**config.mk**
```make
export PLATFORM = sky130hd
export DESIGN_NAME = nib_fifo4
export DESIGN_NICKNAME = d
export VERILOG_FILES = /design/src/rtl/nib_fifo4.sv
export SDC_FILE = /design/constraint.sdc
export NUM_CORES = 1
export LEC_CHECK = 0
export BUFFER_PORTS_ARGS = -buffer_cell sky130_fd_sc_hd__buf_2
export CELL_PAD_IN_SITES_DETAIL_PLACEMENT = 1
export CELL_PAD_IN_SITES_GLOBAL_PLACEMENT = 1
export CORE_UTILIZATION = 44
export DETAILED_ROUTE_END_ITERATION = 16
export GPL_TIMING_DRIVEN = 1
export MAX_ROUTING_LAYER = met4
export PLACE_DENSITY = 0.81
export SETUP_SLACK_MARGIN = 0.4
export SYNTH_ARGS = -nofsm -noshare
export SYNTH_HDL_FRONTEND = slang
export SYNTH_SLANG_ARGS = --single-unit
```
**constraint.sdc**
```tcl
create_clock -name CP -period 3 [get_ports CP]
set_input_delay 0.15 -clock CP [delete_from_list [all_inputs] [get_ports CP]]
set_output_delay 0.15 -clock CP [all_outputs]
set_load 0.05 [all_outputs]
```
**src/rtl/nib_fifo4.sv**
```systemverilog
// Synchronous nibble FIFO with registered read data, complement output and occupancy flags.
// Define NIB_FIFO4_ERR_EN to add sticky overflow (OVF) and underflow (UNF) outputs.
module nib_fifo4 #(
    parameter int unsigned WIDTH = 4,
    parameter int unsigned DEPTH = 4
) (
    input  logic                     CP,
    input  logic                     RST,
    input  logic [WIDTH-1:0]         D,
    input  logic                     WR,
    input  logic                     RD,
    output logic [WIDTH-1:0]         Q,
    output logic [WIDTH-1:0]         QN,
    output logic                     EMPTY,
    output logic                     FULL,
    output logic [$clog2(DEPTH):0]   CNT
`ifdef NIB_FIFO4_ERR_EN
    ,
    output logic                     OVF,
    output logic                     UNF
`endif
);

    localparam int unsigned AW = $clog2(DEPTH);
    localparam int unsigned CW = AW + 1;

    logic [WIDTH-1:0] mem [DEPTH];
    logic [AW-1:0]    wr_ptr;
    logic [AW-1:0]    rd_ptr;
    logic [CW-1:0]    cnt;

    logic             wr_acc;
    logic             rd_acc;
    logic [AW-1:0]    wr_ptr_nxt;
    logic [AW-1:0]    rd_ptr_nxt;
    logic [CW-1:0]    cnt_nxt;
    logic             empty_nxt;
    logic             full_nxt;

    // A full FIFO still takes a write when a read frees a slot on the same edge;
    // an empty FIFO never lets the incoming word fall through to Q.
    always_comb begin
        wr_acc     = 1'b0;
        rd_acc     = 1'b0;
        wr_ptr_nxt = wr_ptr;
        rd_ptr_nxt = rd_ptr;
        cnt_nxt    = cnt;
        empty_nxt  = EMPTY;
        full_nxt   = FULL;

        rd_acc = RD && !EMPTY;
        wr_acc = WR && (!FULL || RD);

        if (wr_acc) begin
            wr_ptr_nxt = wr_ptr + AW'(1);
        end
        if (rd_acc) begin
            rd_ptr_nxt = rd_ptr + AW'(1);
        end

        cnt_nxt   = cnt + CW'(wr_acc) - CW'(rd_acc);
        empty_nxt = (cnt_nxt == CW'(0));
        full_nxt  = (cnt_nxt == CW'(DEPTH));
    end

    // Control state: pointers, occupancy and flags, all cleared by reset.
    always_ff @(posedge CP or posedge RST) begin
        if (RST) begin
            wr_ptr <= '0;
            rd_ptr <= '0;
            cnt    <= '0;
            EMPTY  <= 1'b1;
            FULL   <= 1'b0;
        end else begin
            wr_ptr <= wr_ptr_nxt;
            rd_ptr <= rd_ptr_nxt;
            cnt    <= cnt_nxt;
            EMPTY  <= empty_nxt;
            FULL   <= full_nxt;
        end
    end

    // Read data register; holds the last word read.
    always_ff @(posedge CP or posedge RST) begin
        if (RST) begin
            Q <= '0;
        end else if (rd_acc) begin
            Q <= mem[rd_ptr];
        end
    end

    // Storage is not reset; when full, the write slot equals the read slot and
    // the old word is captured into Q before being overwritten.
    always_ff @(posedge CP) begin
        if (wr_acc) begin
            mem[wr_ptr] <= D;
        end
    end

    assign CNT = cnt;
    assign QN  = ~Q;

`ifdef NIB_FIFO4_ERR_EN
    // Sticky error flags, cleared only by reset.
    always_ff @(posedge CP or posedge RST) begin
        if (RST) begin
            OVF <= 1'b0;
            UNF <= 1'b0;
        end else begin
            if (WR && FULL && !RD) begin
                OVF <= 1'b1;
            end
            if (RD && EMPTY) begin
                UNF <= 1'b1;
            end
        end
    end
`endif

endmodule

```
Word-level counts from Yosys, hierarchy flattened
Memory sizes are Yosys's and may differ from the RTL's. A register that Yosys moved wholly into a read port is not among the register bits.
Index checks and enable logic that the tools add are counted.
- bits in registers: 9
- memory bits (writable): 16
- output and inout port bits: 13
- memories: 1
- add/subtract/negate cells: 4
- equal/unequal tests: 1
- muxes and demuxes: 2
- bitwise logic cells: 1
- reductions and logical operators: 6
- memories (name ; depth ; width ; read ports ; clocked after memory_dff ; wr ports ; RTL line ; source):
    mem ; 4 ; 4 ; 1 ; 1 ; 1 ; 27 ; logic [WIDTH-1:0] mem [DEPTH];
- operators by type and width (operator ; number):
    $add A2 B1 Y2 const B ; 2
    $not A4 Y4 ; 1
    $add A3 B1 Y3 ; 1
    $eq A3 B3 Y1 const B ; 1
    $logic_not A3 Y1 ; 1
    $sub A3 B1 Y3 ; 1
    $logic_and A1 B1 Y1 ; 2
    $logic_not A1 Y1 ; 2
    $mux W1 ; 2
    $logic_or A1 B1 Y1 ; 1

Logic depth before layout (Yosys ltp)
Gate-level depths: netlist of run 1.
- depth in word-level cells: 6
- mapped depth: 10
- gate-level depth less buffers: 10

Least setup slack after synthesis of run 1
No wires, ideal clock.
- path kind: register -> register
- start: register EMPTY
- end: register FULL
- arrival: 2.297 ns
- data required time: 2.912 ns
- setup slack: 0.614 ns
- stages on the path, launching flop included: 10
- path buffers: 1
- clock period less this slack: 2.386 ns
- path through: dfstp_2 nor2b_1 buf_2 ha_1 inv_1 ha_1 fa_1 xnor2_1 xnor2_1 nor3b_1
- cells in the longest elaborated chain, start to end: 4
- RTL lines (item ; RTL line ; source):
    start, declared ; 14 ; output logic EMPTY,
    start signal, assigned ; 78 ; EMPTY <= empty_nxt;
    $logic_not A1 Y1 ; 51 ; rd_acc = RD && !EMPTY;
    $logic_and A1 B1 Y1 ; 51 ;
    net rd_acc ; 33 ; logic rd_acc;
    $sub A3 B1 Y3 ; 61 ; cnt_nxt = cnt + CW'(wr_acc) - CW'(rd_acc);
    net cnt_nxt[2] ; 36 ; logic [CW-1:0] cnt_nxt;
    $eq A3 B3 Y1 ; 63 ; full_nxt = (cnt_nxt == CW'(DEPTH));
    net full_nxt ; 38 ; logic full_nxt;
    end signal, assigned ; 79 ; FULL <= full_nxt;
    end, declared ; 15 ; output logic FULL,
The timed path passes the listed nets, and every way through them passes these cells.
A chain may end at the register's enable or synchronous reset.

Final worst setup path of run 1
- start: register FULL
- end: register FULL
- cells in the longest elaborated chain, start to end: 6
- RTL lines (item ; RTL line ; source):
    $logic_not A1 Y1 ; 52 ; wr_acc = WR && (!FULL || RD);
    $logic_or A1 B1 Y1 ; 52 ;
    $logic_and A1 B1 Y1 ; 52 ;
    $add A3 B1 Y3 ; 61 ;
    $sub A3 B1 Y3 ; 61 ;
    net cnt_nxt[2] ; 36 ;
    $eq A3 B3 Y1 ; 63 ;
    net full_nxt ; 38 ;
The timed path passes the listed nets, and every way through them passes these cells.

==> impl_metrics.json, run 1 <==
{
  "cp.required_ns": 3.25,
  "cpMostUsedCell": "inv_1",
  "min_period_over_period": 0.7609,
  "io_pins": 21,
  "syn_area_per_cell_sq_um": 15.57,
  "seq_area_sq_um": 807.0,
  "worst_setup_path_end_kind": "flop",
  "yosys_warnings": 0,
  "synth_area_leaders": "edfxtp_1 (40%), dfrtp_1 (25%), mux4_2 (7.5%)",
  "cts_buffer_depth": 2,
  "num-fill-cells": 259,
  "synth_common_cells": "edfxtp_1 (16), dfrtp_1 (12), inv_1 (12), ha_1 (6), nand2_1 (5)",
  "drc": 0,
  "synth_edf_count": 16,
  "slowest_stage": "dfrtp_1",
  "place_congestion": 0.7268,
  "synth_ff_type": "edfxtp_1",
  "die_h_um": 54.20,
  "max-cap-violations": 0,
  "area_growth_pct": 15.45,
  "setup.worst_path.start_class": "flop",
  "insertion_delay_ns": 0.34,
  "via_count": 666,
  "synth.most_common_cell": "edfxtp_1",
  "grt_max_degree": 14,
  "crit_path_cell_trace": "inv_1 > o21a_2 > inv_1 > ha_1 > inv_1 > ha_1 > fa_1 > xnor2_1 > xnor2_1 > nor3b_1",
  "die_area_sq_um": 2937,
  "worstPathMaxFanout": 7,
  "ys_seq_area_frac": 0.6733,
  "clkSinkCount": 29,
  "overflow": 0,
  "report.final.slew_viol_count": 0,
  "drive_above_1_share": 0.3269,
  "fmax_ghz": 0.4381,
  "multi_input_comb_area_sq_um": 334.1,
  "synth_cell_type_count": 19,
  "async_reset_ff_frac": 0.4483,
  "syn_inst": 77,
  "status": "completed",
  "syn-num-nets": 92,
  "fin_util": 0.5486,
  "synth.top_cell.area_share": 0.4008,
  "nNetsFinal": 118,
  "min_path_type": "in2reg",
  "drt_iter0_markers": 4,
  "hold_violations": 0,
  "cp_top_family": "adder cells",
  "wl_per_cell_um": 15.69,
  "synth-seq-cells": 29,
  "layout_min_cycle_time_ns": 2.283,
  "cts_max_level": 2,
  "start_util": 0.4752,
  "ant_nets": 0,
  "core_area_sq_um": 2522,
  "root_buffer": "clkbuf_4",
  "worstSetupPathType": "reg2reg",
  "slowest_delay_ns": 0.39,
  "wl_um": 2103,
  "numCtsBuffers": 5,
  "setup_tns_ns": 0,
  "cts_tree": "done",
  "post_cts_buffers": 0,
  "vias_per_cell": 4.970,
  "grt_pass1_vias": 699,
  "syn_area_sq_um": 1199,
  "fin_skew_ns": 0.007593,
  "worst_pin_slew_ns": 0.5092,
  "setup-violations-final": 0,
  "synth_top_area_cell": "edfxtp_1",
  "antenna_cells": 0,
  "fp-row-count": 18,
  "hpwl_um": 1613,
  "crit_buf_inv": 3,
  "grt_setup_unrepaired": "no",
  "port_buffers": 20,
  "slew-limit-headroom": 0.6601,
  "cp_data_arrival_time_ns": 2.53,
  "drtPass1Iterations": 2,
  "die_x_um": 54.20,
  "grt_pass1_wl_um": 3367,
  "clkTransAtPathRegs_ns": 0.09,
  "antenna_found_initial": 0,
  "grt_usage": 0.1910
}
==> registers in the layout, indices dropped and copies added (netlist names) <==
register and cells:
CNT 3, EMPTY 1, FULL 1, Q 4
mem 16, rd_ptr 2, wr_ptr 2
==> per-layer routing <==
metal,part of all wire,track usage,vias to the layer above
li1,-,-,312
met1,0.41,0.2063,327
met2,0.50,0.2846,19
met3,0.052,0.06215,8
met4,0.032,0.1538,0
met5,0,-,-
==> cells in the final DEF, fill, tap and decap left out, types with 2 or more instances in the layout <==
| master | instances |
|---|---|
| clkinv_1 | 2 |
| edfxtp_1 | 16 |
| and2_1 | 4 |
| dfrtp_1 | 12 |
| ha_1 | 6 |
| buf_2 | 20 |
| mux4_2 | 4 |
| clkbuf_4 | 5 |
| xnor2_1 | 4 |
| o21ai_1 | 4 |
| nand2_1 | 5 |
| inv_1 | 12 |
==> through the flow <==
| step | worst slack, ns | cell area, sq um | std cells | hold slack (ns) |
|---|---|---|---|---|
| after floorplan | 0.6144 | 1199 | 77 | 0.02624 |
| after global routing | 0.4670 | 1384 | 134 | 0.02174 |
| after detailed placement | 0.5445 | 1320 | 125 | 0.2127 |
| final | 0.7172 | 1384 | 134 | 0.02873 |
| after global placement | 0.7015 | 1320 | 125 | 0.1923 |
| after CTS | 0.4687 | 1380 | 134 | 0.01424 |
==> logic make-up after synthesis <==
group,share of synthesized area
compound gates,0.02297
xor+xnor,0.03653
fa+ha+maj,0.07933
buf+inv,0.05114
flops,0.6733
mux,0.08455
simple gates,0.05219
==> cell type report <==
cell class | instances | share of cell area
clock buffers | 5 | 0.02712
clock inverters | 3 | 0.009042
inverters | 12 | 0.03255
multi-input cells | 34 | 0.2414
flip-flops and latches | 29 | 0.5832
well taps | 30 | 0.02712
repair buffers | 21 | 0.07957
==> path summary, 6_finish.rpt <==
check | startpoint | to | cells after the start | slack (ns)
max reg2reg | FULL$_DFF_PP0_ | FULL$_DFF_PP0_ | 10 | 0.72
min | D[1] | mem[0][1]$_DFFE_PP_ | 1 | 0.03
max | FULL$_DFF_PP0_ | FULL$_DFF_PP0_ | 10 | 0.72
min in group asynchronous | RST | Q[0]$_DFFE_PP0P_ | 3 | 0.37
min reg2reg | Q[2]$_DFFE_PP0P_ | Q[2]$_DFFE_PP0P_ | 2 | 0.56
max in group asynchronous | RST | EMPTY$_DFF_PP1_ | 3 | 2.27
==> what timing repair did <==
action | CTS | global route
hold buffers | 1 | 0
resized for setup | 0 | 2
hold endpoints to repair | 12 | 0
endpoints found under the setup margin | 0 | 2
Power of run 1 is left out: the tool's default activity adds up to more than one toggle a clock period on the data nets, which glitch-free logic cannot reach.
==> run 2: changes to the inputs <==
- clock period: 3 -> 2.25 ns (I/O delays scaled with it)
==> run 2 against run 1 <==
Net effect: final cell count grew 6.0%; count of clock-buffer cells in the layout grew 1; die area is the same; cell area grew 8.6%; sequential share of layout area shrank 4.5 points; fmax grew 5.7%; setup slack lost 0.63 ns; global-route usage grew 1.2 points; worst hold slack lost 0.024 ns; via count grew 3.6%; sequential cell count is the same; register-to-register slack lost 0.63 ns; highest routed layer unchanged.
==> impl_metrics.json, run 2 (synthesis gave the netlist of run 1 again) <==
{
  "layout_min_cycle_time_ns": 2.160,
  "worst_pin_slew_ns": 0.5240,
  "status": "completed",
  "grt_pass1_vias": 758,
  "fin_util": 0.5957,
  "path_depth": 10,
  "cp.required_ns": 2.49,
  "dp_slack_ns": 0.1283,
  "setup-violations-final": 0,
  "reg2reg_from": "FULL$_DFF_PP0_",
  "r2r_cells": 10,
  "max-cap-violations": 0,
  "slowest_delay_ns": 0.42,
  "seq_area_sq_um": 808.3,
  "clkTransAtPathRegs_ns": 0.11,
  "cp_data_arrival_time_ns": 2.40,
  "hold_slack_ns": 0.004776,
  "setup_ws_ns": 0.08966,
  "root_buffer": "clkbuf_4",
  "grt_setup_unrepaired": "yes",
  "numCtsBuffers": 5,
  "worstSetupPathType": "reg2reg",
  "worstPathMaxFanout": 3,
  "num-fill-cells": 263,
  "io_pins": 21,
  "overflow": 0,
  "fmax_ghz": 0.4629,
  "cts_buffer_depth": 2,
  "drtPass1Iterations": 4,
  "cts_tree": "done",
  "fp-row-count": 18,
  "cts_max_level": 2,
  "via_count": 690,
  "crit_buf_inv": 3,
  "post-place-cells": 127,
  "p_leak_nw": 0.6478,
  "place_congestion": 0.6253,
  "slowest_stage": "dfrtp_2",
  "setup.worst_path.start_class": "flop",
  "wl_per_cell_um": 16.19,
  "start_util": 0.4752,
  "insertion_delay_ns": 0.34,
  "final_common_cell": "buf_2",
  "drive_above_1_share": 0.4375,
  "grt_max_degree": 14,
  "worst_setup_path_end_kind": "flop",
  "ant_nets": 0,
  "final_cells": 142,
  "largest_reg_flops": 16,
  "drt_iter0_markers": 4,
  "clkSinkCount": 29,
  "antenna_cells": 0,
  "power_density_nw_per_um2": 1550,
  "area_growth_pct": 25.37,
  "final_cell_mix": "buf_2 (20), edfxtp_1 (16), dfrtp_1 (11), inv_1 (9)",
  "vias_per_cell": 4.859,
  "crit_end": "FULL$_DFF_PP0_",
  "port_buffers": 20,
  "grt_usage": 0.2032,
  "report.final.slew_viol_count": 0,
  "die_x_um": 54.20,
  "hpwl_um": 1528,
  "regToRegSetupSlack_ns": 0.09,
  "min_path_type": "in2reg",
  "top_register": "mem",
  "setup_tns_ns": 0,
  "worst_r2r_endpoint": "FULL$_DFF_PP0_",
  "drc": 0,
  "whs_path_depth": 1,
  "die_h_um": 54.20,
  "hold_violations": 0,
  "crit_path_cell_trace": "inv_2 > o21a_1 > inv_2 > ha_4 > inv_2 > ha_4 > fa_2 > xnor2_2 > xnor2_2 > nor3b_2",
  "grt_pass1_wl_um": 3525,
  "wl_um": 2299,
  "multi_input_comb_area_sq_um": 382.9,
  "die_area_sq_um": 2937,
  "cp_top_family": "adder cells",
  "min_period_over_period": 0.9602,
  "core_area_sq_um": 2522,
  "startpoint": "FULL$_DFF_PP0_",
  "cpMostUsedCell": "inv_2",
  "antenna_found_initial": 0,
  "ir_worst_vdd_mv": 1.065,
  "slew-limit-headroom": 0.6503,
  "fin_skew_ns": 0.01730,
  "nNetsFinal": 126
}
-- run 2: worst reg2reg max path: stages, from the launching register on --
cell and delay (ns):
dfrtp_2 0.42, inv_2 0.05, o21a_1 0.16, inv_2 0.06, ha_4 0.25, inv_2 0.04, ha_4 0.15, fa_2 0.35
xnor2_2 0.16, xnor2_2 0.24, nor3b_2 0.22
-- run 2: metal layers --
metal	global-route usage	routed length [um]	vias to the layer above
li1	-	-	329
met1	0.2041	962	336
met2	0.3333	1187	17
met3	0.05932	85	8
met4	0.1453	63	0
met5	-	0	-
-- run 2: repair_timing --
action / 4_1_cts / 5_1_grt
endpoints found under the setup margin: 3 / 3
hold buffers: 4 / 0
setup buffers: 2 / 1
gates resized for setup: 3 / 1
pin swaps: 2 / 0
endpoints found under the hold margin: 24 / 0
-- run 2: power breakdown --
group          switching [mW]  leakage (nW)  internal, mW
logic                   0.734         0.316         0.430
registers               0.122         0.300         0.741
clock network           0.183        0.0320         0.119
-- run 2: layout make-up --
cell class,count,area share
clock buffer,6,0.02748
clock inverter,2,0.006661
inverter,12,0.02998
multi-input combinational,34,0.2548
sequential,29,0.5379
tap,30,0.02498
timing repair buffer,29,0.1182
-- run 2: worst min path at each step --
stage	start	to	slack [ns]
final	D[0]	mem[2][0]$_DFFE_PP_	0.005
after global routing	D[0]	mem[2][0]$_DFFE_PP_	0.007
after CTS	D[0]	mem[1][0]$_DFFE_PP_	0.005
after detailed placement	RST	rd_ptr[0]$_DFFE_PP0P_	0.19
after global placement	RST	Q[0]$_DFFE_PP0P_	0.15
after floorplan	RST	CNT[0]$_DFF_PP0_	-0.01
-- run 2: through the flow --
| stage | cell area [sq um] | power, mW |
|---|---|---|
| global placement | 1376 | 1.874 |
| floorplan | 1242 | 1.696 |
| finish | 1503 | 2.329 |
| global route | 1503 | 2.470 |
| detailed placement | 1376 | 1.920 |
| CTS | 1490 | 2.299 |
Note: power is estimated with default switching activity, not from simulation.
==> run 3: changes to the inputs <==
- MAX_ROUTING_LAYER: met4 -> default
==> run 3 against run 2 <==
Net effect: critical path depth unchanged; critical endpoint unchanged; sequential power hardly changed; fmax hardly changed; routed wire length did not move.
==> impl_metrics.json, run 3 (synthesis gave the netlist of run 1 again) <==
{
  "startpoint": "FULL$_DFF_PP0_",
  "hold_violations": 0,
  "hold_start": "D[0]",
  "cts_buffer_depth": 2,
  "insertion_delay_ns": 0.34,
  "wl_met1_um": 963,
  "vias_per_cell": 4.859,
  "port_buffers": 20,
  "reg2reg_from": "FULL$_DFF_PP0_",
  "slowest_delay_ns": 0.42,
  "cts_tree": "done",
  "fin_skew_ns": 0.01740,
  "fin_util": 0.5957,
  "crit_end": "FULL$_DFF_PP0_",
  "cpMostUsedCell": "inv_2",
  "drc": 0,
  "cp_data_arrival_time_ns": 2.40,
  "report.final.slew_viol_count": 0,
  "drive_above_1_share": 0.4375,
  "power_density_nw_per_um2": 1550,
  "regToRegSetupSlack_ns": 0.09,
  "clkTransAtPathRegs_ns": 0.11,
  "clkSinkCount": 29,
  "path_depth": 10,
  "die_x_um": 54.20,
  "grt_usage": 0.1974,
  "final_common_cell": "buf_2",
  "grt_pass1_wl_um": 3525,
  "drt_iter0_markers": 4,
  "grt_pass1_vias": 757,
  "die_area_sq_um": 2937,
  "crit_path_cell_trace": "inv_2 > o21a_1 > inv_2 > ha_4 > inv_2 > ha_4 > fa_2 > xnor2_2 > xnor2_2 > nor3b_2",
  "fmax_ghz": 0.4629,
  "worst_setup_path_end_kind": "flop",
  "overflow": 0,
  "cts_max_level": 2,
  "grt_max_degree": 14,
  "start_util": 0.4752,
  "area_growth_pct": 25.37,
  "cp.required_ns": 2.49,
  "min_path_type": "in2reg",
  "io_pins": 21,
  "top_register": "mem",
  "worst_r2r_endpoint": "FULL$_DFF_PP0_",
  "setup.worst_path.start_class": "flop",
  "worstSetupPathType": "reg2reg",
  "min_period_over_period": 0.9601,
  "topRoutingLayerUsed": "met4",
  "core_area_sq_um": 2522,
  "status": "completed",
  "antenna_found_initial": 0,
  "wl_um": 2299,
  "drtPass1Iterations": 4,
  "die_h_um": 54.20,
  "numCtsBuffers": 5,
  "slowest_stage": "dfrtp_2",
  "p_leak_nw": 0.6478,
  "hpwl_um": 1528,
  "worst_pin_slew_ns": 0.5239,
  "via_count": 690,
  "wl_per_cell_um": 16.19,
  "dr_wl_met3_um": 84,
  "grt_setup_unrepaired": "yes",
  "largest_reg_flops": 16,
  "fp-row-count": 18,
  "final_cell_mix": "buf_2 (20), edfxtp_1 (16), dfrtp_1 (11), inv_1 (9)",
  "root_buffer": "clkbuf_4",
  "antenna_cells": 0,
  "layout_min_cycle_time_ns": 2.160,
  "slew-limit-headroom": 0.6503,
  "setup-violations-final": 0,
  "nNetsFinal": 126,
  "cp_top_family": "adder cells",
  "place_congestion": 0.6206,
  "wl_met2_um": 1187,
  "ant_nets": 0,
  "crit_buf_inv": 3,
  "r2r_cells": 10,
  "ir_worst_vdd_mv": 1.065,
  "max-cap-violations": 0,
  "worstPathMaxFanout": 3,
  "hold_slack_ns": 0.004943,
  "power.total_mw": 2.329
}
run 3: cell counts in the layout (fill, tap and decap cells not counted):
Identical to the previous run, type by type.
run 3: cell type report:
class	count	area, sq um
multi-input cells	34	382.9
inverters	12	45.04
flip-flops and latches	29	808.3
repair buffers	29	177.7
fillers	263	1020
clock inverters	2	10.01
clock buffers	6	41.29
well taps	30	37.54
run 3: where the power goes:
| group | internal (mW) | switching [mW] |
|---|---|---|
| Combinational | 0.430 | 0.734 |
| Sequential | 0.741 | 0.122 |
| Clock | 0.119 | 0.183 |
| Total | 1.29 | 1.04 |
run 3: what timing repair did:
item,4_1_cts,5_1_grt
pin swaps,2,0
buffers inserted,2,1
cloned,0,0
endpoints found under the hold margin,24,0
resized for setup,3,1
endpoints found under the setup margin,3,3
hold buffers,4,0
run 3: through the flow:
| stage | instances | cell area, sq um | setup slack (ns) | setup TNS (ns) |
|---|---|---|---|---|
| 2_1_floorplan | 77 | 1242 | -0.06461 | -0.07508 |
| 3_3_place_gp | 127 | 1376 | 0.2604 | 0 |
| 3_5_place_dp | 127 | 1376 | 0.1283 | 0 |
| 4_1_cts | 141 | 1490 | 0.2526 | 0 |
| 5_1_grt | 142 | 1503 | 0.02489 | 0 |
| 6_report | 142 | 1503 | 0.08980 | 0 |
run 3: how the worst min path moves through the flow:
| stage | to | slack, ns | depth (start not counted) |
|---|---|---|---|
| finish | mem[2][0]$_DFFE_PP_ | 0.005 | 1 |
| global route | mem[2][0]$_DFFE_PP_ | 0.007 | 1 |
| CTS | mem[1][0]$_DFFE_PP_ | 0.005 | 1 |
| detailed placement | rd_ptr[0]$_DFFE_PP0P_ | 0.19 | 2 |
| global placement | Q[0]$_DFFE_PP0P_ | 0.15 | 2 |
| floorplan | CNT[0]$_DFF_PP0_ | -0.01 | 1 |
run 3: worst register-to-register path, cell delays in order, from the launching register on:
cell     delay (ns)
dfrtp_2        0.42
inv_2          0.05
o21a_1         0.16
inv_2          0.06
ha_4           0.25
inv_2          0.04
ha_4           0.15
fa_2           0.35
xnor2_2        0.16
xnor2_2        0.24
nor3b_2        0.22
run 3: layer usage:
metal  GRT usage  vias to the layer above
li1            -                      329
met2      0.3333                       17
met4      0.1453                        0
met3     0.05932                        8
met5           0                        -
met1      0.2041                      336
